**config.mk**
```make
export PLATFORM = sky130hd
export DESIGN_NAME = capture_readout_flat
export DESIGN_NICKNAME = d
export VERILOG_FILES = /design/src/rtl/capture_readout_if.sv /design/src/rtl/capture_readout.sv /design/src/flat_wrapper.sv
export SDC_FILE = /design/constraint.sdc
export NUM_CORES = 1
export LEC_CHECK = 0
export BUFFER_PORTS_ARGS = -buffer_cell sky130_fd_sc_hd__buf_4
export CAP_MARGIN = 20
export CORE_AREA = 4 4 63 65
export CTS_CLUSTER_SIZE = 25
export DETAILED_ROUTE_END_ITERATION = 6
export DIE_AREA = 0 0 67 69
export GPL_ROUTABILITY_DRIVEN = 0
export PLACE_DENSITY = 0.73
export SLEW_MARGIN = 20
export SYNTH_ARGS = -nofsm -noshare
export SYNTH_HDL_FRONTEND = slang
export SYNTH_SLANG_ARGS = --single-unit
export TNS_END_PERCENT = 50
```
**constraint.sdc**
```tcl
create_clock -name clock -period 1.86 [get_ports clock]
set_input_delay 0.186 -clock clock [delete_from_list [all_inputs] [get_ports clock]]
set_output_delay 0.186 -clock clock [all_outputs]
set_load 0.005 [all_outputs]
```
**src/rtl/capture_readout_if.sv**
```systemverilog
// Readout handshake bundle: BRAM read port, sample stream and status.
// master = readout block, slave = BRAM/consumer side.
interface capture_readout_if #(
    parameter int NB_ADDR   = 11,
    parameter int NB_DATA   = 32,
    parameter int NB_SAMPLE = 13
);
    logic                 i_start;
    logic [NB_ADDR-1:0]   o_read_addr;
    logic                 o_read_enable;
    logic [NB_DATA-1:0]   i_bram_data;
    logic [NB_SAMPLE-1:0] o_data;
    logic                 o_valid;
    logic                 i_ready;
    logic                 o_busy;
    logic                 o_done;

    modport master (
        input  i_start, i_bram_data, i_ready,
        output o_read_addr, o_read_enable, o_data,
        output o_valid, o_busy, o_done
    );

    modport slave (
        output i_start, i_bram_data, i_ready,
        input  o_read_addr, o_read_enable, o_data,
        input  o_valid, o_busy, o_done
    );
endinterface

```
**src/rtl/capture_readout.sv**
```systemverilog
// Streams the captured sample buffer out of BRAM over valid/ready.
// Optional READOUT_CHECKSUM_EN appends a mod-2**NB_SAMPLE sum word.
module capture_readout #(
    parameter int NB_ADDR   = 11,
    parameter int NB_DATA   = 32,
    parameter int NB_SAMPLE = 13,
    parameter int N_SAMPLES = 2047
) (
    input  logic clock,
    input  logic i_reset,
    capture_readout_if.master bus
);
`ifdef READOUT_CHECKSUM_EN
    typedef enum logic [2:0] {
        IDLE, ISSUE, WAIT, PRESENT, CSUM, DONE
    } state_t;
`else
    typedef enum logic [2:0] {
        IDLE, ISSUE, WAIT, PRESENT, DONE
    } state_t;
`endif

    localparam logic [NB_ADDR-1:0] LAST = NB_ADDR'(N_SAMPLES - 1);

    state_t               state_q, state_d;
    logic [NB_ADDR-1:0]   cnt_q, cnt_d;
    logic [NB_SAMPLE-1:0] data_q, data_d;
    logic                 valid_q, valid_d;
    logic                 accept;
`ifdef READOUT_CHECKSUM_EN
    logic [NB_SAMPLE-1:0] sum_q, sum_d;
`endif

    assign accept = valid_q & bus.i_ready;

    always_comb begin
        state_d = state_q;
        cnt_d   = cnt_q;
        data_d  = data_q;
        valid_d = valid_q;
`ifdef READOUT_CHECKSUM_EN
        sum_d   = sum_q;
`endif
        unique case (state_q)
            IDLE: begin
                if (bus.i_start) begin
                    state_d = ISSUE;
                    cnt_d   = '0;
`ifdef READOUT_CHECKSUM_EN
                    sum_d   = '0;
`endif
                end
            end
            ISSUE: state_d = WAIT;
            WAIT: begin
                data_d  = bus.i_bram_data[NB_SAMPLE-1:0];
                valid_d = 1'b1;
                state_d = PRESENT;
            end
            PRESENT: begin
                if (accept) begin
                    valid_d = 1'b0;
`ifdef READOUT_CHECKSUM_EN
                    sum_d   = sum_q + data_q;
`endif
                    if (cnt_q == LAST) begin
`ifdef READOUT_CHECKSUM_EN
                        // Checksum word goes out with the same handshake
                        data_d  = sum_q + data_q;
                        valid_d = 1'b1;
                        state_d = CSUM;
`else
                        state_d = DONE;
`endif
                    end else begin
                        cnt_d   = cnt_q + 1'b1;
                        state_d = ISSUE;
                    end
                end
            end
`ifdef READOUT_CHECKSUM_EN
            CSUM: begin
                if (accept) begin
                    valid_d = 1'b0;
                    state_d = DONE;
                end
            end
`endif
            DONE: state_d = IDLE;
            default: state_d = IDLE;
        endcase
    end

    always_ff @(posedge clock or negedge i_reset) begin
        if (!i_reset) begin
            state_q <= IDLE;
            cnt_q   <= '0;
            data_q  <= '0;
            valid_q <= 1'b0;
        end else begin
            state_q <= state_d;
            cnt_q   <= cnt_d;
            data_q  <= data_d;
            valid_q <= valid_d;
        end
    end

`ifdef READOUT_CHECKSUM_EN
    always_ff @(posedge clock or negedge i_reset) begin
        if (!i_reset) sum_q <= '0;
        else          sum_q <= sum_d;
    end
`endif

    assign bus.o_read_addr   = cnt_q;
    assign bus.o_read_enable = (state_q == ISSUE);
    assign bus.o_data        = data_q;
    assign bus.o_valid       = valid_q;
    assign bus.o_busy        = (state_q != IDLE);
    assign bus.o_done        = (state_q == DONE);
endmodule

```
**src/flat_wrapper.sv**
```systemverilog
// flat-port wrapper written by rule: the top's interface ports become plain ports
module capture_readout_flat 
#(
    parameter int NB_ADDR   = 11,
    parameter int NB_DATA   = 32,
    parameter int NB_SAMPLE = 13,
    parameter int N_SAMPLES = 2047
)
  (clock, i_reset, bus_i_start, bus_i_bram_data, bus_i_ready, bus_o_read_addr, bus_o_read_enable, bus_o_data, bus_o_valid, bus_o_busy, bus_o_done);
  capture_readout_if #(.NB_ADDR(NB_ADDR), .NB_DATA(NB_DATA), .NB_SAMPLE(NB_SAMPLE)) bus_i ();
  input  logic clock;
  input  logic i_reset;
  input wire logic [$bits(bus_i.i_start)-1:0] bus_i_start;
  input wire logic [$bits(bus_i.i_bram_data)-1:0] bus_i_bram_data;
  input wire logic [$bits(bus_i.i_ready)-1:0] bus_i_ready;
  output wire logic [$bits(bus_i.o_read_addr)-1:0] bus_o_read_addr;
  output wire logic [$bits(bus_i.o_read_enable)-1:0] bus_o_read_enable;
  output wire logic [$bits(bus_i.o_data)-1:0] bus_o_data;
  output wire logic [$bits(bus_i.o_valid)-1:0] bus_o_valid;
  output wire logic [$bits(bus_i.o_busy)-1:0] bus_o_busy;
  output wire logic [$bits(bus_i.o_done)-1:0] bus_o_done;
  assign bus_i.i_start = bus_i_start;
  assign bus_i.i_bram_data = bus_i_bram_data;
  assign bus_i.i_ready = bus_i_ready;
  assign bus_o_read_addr = bus_i.o_read_addr;
  assign bus_o_read_enable = bus_i.o_read_enable;
  assign bus_o_data = bus_i.o_data;
  assign bus_o_valid = bus_i.o_valid;
  assign bus_o_busy = bus_i.o_busy;
  assign bus_o_done = bus_i.o_done;
  capture_readout #(.NB_ADDR(NB_ADDR), .NB_DATA(NB_DATA), .NB_SAMPLE(NB_SAMPLE), .N_SAMPLES(N_SAMPLES)) u_core (.clock(clock), .i_reset(i_reset), .bus(bus_i));
endmodule
```
==> results.tsv <==
stage	metric	value	unit
routing	vias_per_cell	5.35	
routing	wirelength	3280	µm
routing	drt_iter0_markers	88	
place	dp_cells	226	
routing	drcViolationCount	0	
worst_setup_path	endpoint	u_core.bus.o_read_addr[7]	
logic_synthesis	synthArstFlopShare	100	%
routing	wl_per_cell	14.2	µm
worst_setup_path	worstPathMaxFanout	2	
clocking	clkTransAtPathRegs	0.16	ns
clocking	numCtsBuffers	3	
grt	grt_pass1_vias	1260	
sta	fin_crit	1.73	ns
final_layout	fin_nets	224	
sta	worst_pin_slew	0.350	ns
logic_synthesis	ys_seq_area_share	51.4	%
clocking	cts_sinks	28	
logic_synthesis	yosys_warnings	0	
final_layout	drive_gt1_share	42.7	%
sta	fin_skew	0.00389	ns
logic_synthesis	synth_common_cells	28 x dfrtp_1, 13 x mux2_2, 9 x o21ai_0	
grt	track_usage	15.0	%
worst_setup_path	cp.required	2.11	ns
routing	dr.pass1.iters	4	
sta	fin_crit_sh	93.3	%
logic_synthesis	synth_cell_types	34	
clocking	cts_root_buf	clkbuf_4	
grt	gr-total-overflow	0	
routing	vias	1236	
floorplan	row_count	21	
worst_setup_path	critical_path_arrival	1.99	ns
worst_setup_path	reg2reg_depth	4	
logic_synthesis	synth.most_common_cell	dfrtp_1	
power_and_ir_drop	p_leak	0.000875	µW
logic_synthesis	synth_top_area_share	51.4	%
final_layout	n_antenna_cell	0	
worst_setup_path	r2r-start	u_core.state_q[1]	
logic_synthesis	avgSynthCellArea	10.7	µm²
logic_synthesis	syn-cell-area	1360	µm²
worst_setup_path	timing.critical_path.from	u_core.state_q[1]	
sta	hold_viol_final	0	
power_and_ir_drop	peakVddDrop	0.000629	V
worst_setup_path	rrSetupSlack	0.13	ns
grt	antenna_found_initial	0	
floorplan	core_area	3340	µm²
status	outcome	completed	
final_layout	stdcell_count	231	
sta	rsz0062_at_grt	no	
clocking	ctsLongestPathBuffers	2	
power_and_ir_drop	power_density	1170	nW/µm²
logic_synthesis	synth_edf_count	0	
min_path	hp-class	input pin to flop	
grt	grt_pass1_wl	5710	µm
routing	antenna_left	0	
logic_synthesis	syn_inst	127	
sta	setup_violations	0	
worst_setup_path	crit_type	flop to flop	
floorplan	die_h	69	µm
logic_synthesis	ys_ff_latch	28	
worst_setup_path	critPathLaunchType	flop	
final_layout	fill_cells	315	
logic_synthesis	synth.area.top_cells	dfrtp_1 51%, mux2_2 11%, o21ai_0 3.3%, nand3_1 2.9%, a31oi_1 2.8%	
worst_setup_path	r2r-end	u_core.bus.o_read_addr[7]	
clocking	clk_latency	0.32	ns
logic_synthesis	yosys.area.top_type	dfrtp_1	
min_path	min_path_cells	2	
sta	setup_tns	0	ns
sta	slew_viol_final	0	
job	max_cap_violations	0	
logic_synthesis	syn_nets	165	
sta	slew_headroom	76.6	%
floorplan	ios	64	
grt	grt_max_degree	29	
sta	fmax	0.577	GHz
final_layout	multiInputGateArea	633	µm²
place	portBuffers	44	
floorplan	initial_core_util	40.9	%
logic_synthesis	ys.flop_type	dfrtp_1	
clocking	cts-htree-levels	1	
final_layout	area_growth	39.4	%
clocking	cts_tree	built	
place	dp_hpwl	2490	µm
final_layout	regArea	701	µm²
floorplan	fp.dieW	67	µm
floorplan	dieArea	4620	µm²
worst_setup_path	end_kind	flop	
[kinds of logic after synthesis]
family	count (synthesis)	synth area share (%)
simple gates	48	19.9
flops	28	51.4
compound gates	27	12.6
mux	13	10.7
buf+inv	8	2.94
fa+ha+maj	2	1.83
xor+xnor	1	0.642
[critical path, stage by stage (launching register included)]
cell and delay, ns:
dfrtp_1 0.40, or3b_1 0.36, a21o_1 0.20, or4_1 0.52, a31oi_1 0.18
[worst min path at each step]
stage | start | endpoint | slack [ns]
2_1_floorplan | i_reset | u_core.bus.o_data[0] | -0.11
3_3_place_gp | i_reset | u_core.bus.o_read_addr[5] | 0.12
3_5_place_dp | i_reset | u_core.bus.o_read_addr[3] | 0.13
4_1_cts | bus_i_bram_data[5] | u_core.bus.o_data[5] | 0.07
5_1_grt | bus_i_bram_data[12] | u_core.bus.o_data[12] | 0.06
6_report | bus_i_bram_data[12] | u_core.bus.o_data[12] | 0.08
[power breakdown]
| part | leakage [µW] | switching [µW] | internal, µW |
|---|---|---|---|
| Sequential | 0.000347 | 118 | 801 |
| Clock | 0.0000279 | 181 | 218 |
| Combinational | 0.000500 | 375 | 540 |
[layout make-up]
type	instances	area share, %
clock inverter	1	1.58
tap	46	3.03
sequential	28	36.9
timing repair buffer	59	23.4
clock buffer	3	1.18
inverter	3	0.592
multi-input combinational	91	33.3
[routing by layer]
metal / routed length (µm) / part of all wire [%] / GRT usage (%)
met1: 1460 / 45 / 20.4
met2: 1580 / 48 / 24.6
met3: 236 / 7.2 / 3.25
met4: 0 / 0 / 2.03
met5: 0 / 0 / 0
[sequential cells by signal, summed over array words and instances (netlist names)]
signal and count:
u_core.bus.o_data 13, u_core.bus.o_read_addr 11, u_core.state_q 3, u_core.bus.o_valid 1
[layout by cell type (no fill, tap or decap), drive strengths merged, types with 2 or more instances in the layout]
cell,synthesis,routed
buf,3,58
dfrtp,28,28
mux2,13,13
o21ai,9,9
nand3,8,8
nor2,7,7
nand2,7,7
nand4,6,6
a31oi,6,6
nor3,4,4
inv,3,3
o31ai,3,3
clkbuf,2,3
nor3b,3,3
nand3b,2,2
a21o,2,2
o211ai,2,2
a21oi,2,2
ha,2,2
or3,2,2
[stage by stage]
stage	power [µW]	setup WS [ns]	hold slack, ns	cell area, µm²	util [%]
floorplan	1350	0.0107	-0.110	1360	-
CTS	2260	0.118	0.0697	1900	56.8
finish	2230	0.126	0.0797	1900	57.0
global placement	1820	0.153	0.120	1830	54.9
detailed placement	1860	0.162	0.125	1830	54.9
global route	2400	0.0294	0.0623	1900	57.0
[what timing repair did]
action                     in CTS  in global routing
hold buffers                    1                  0
buffers inserted                0                  0
gates resized for setup         0                  1
setup endpoints to repair       0                  3
hold endpoints to repair       28                  0
Power figures use the tool's default switching activity.
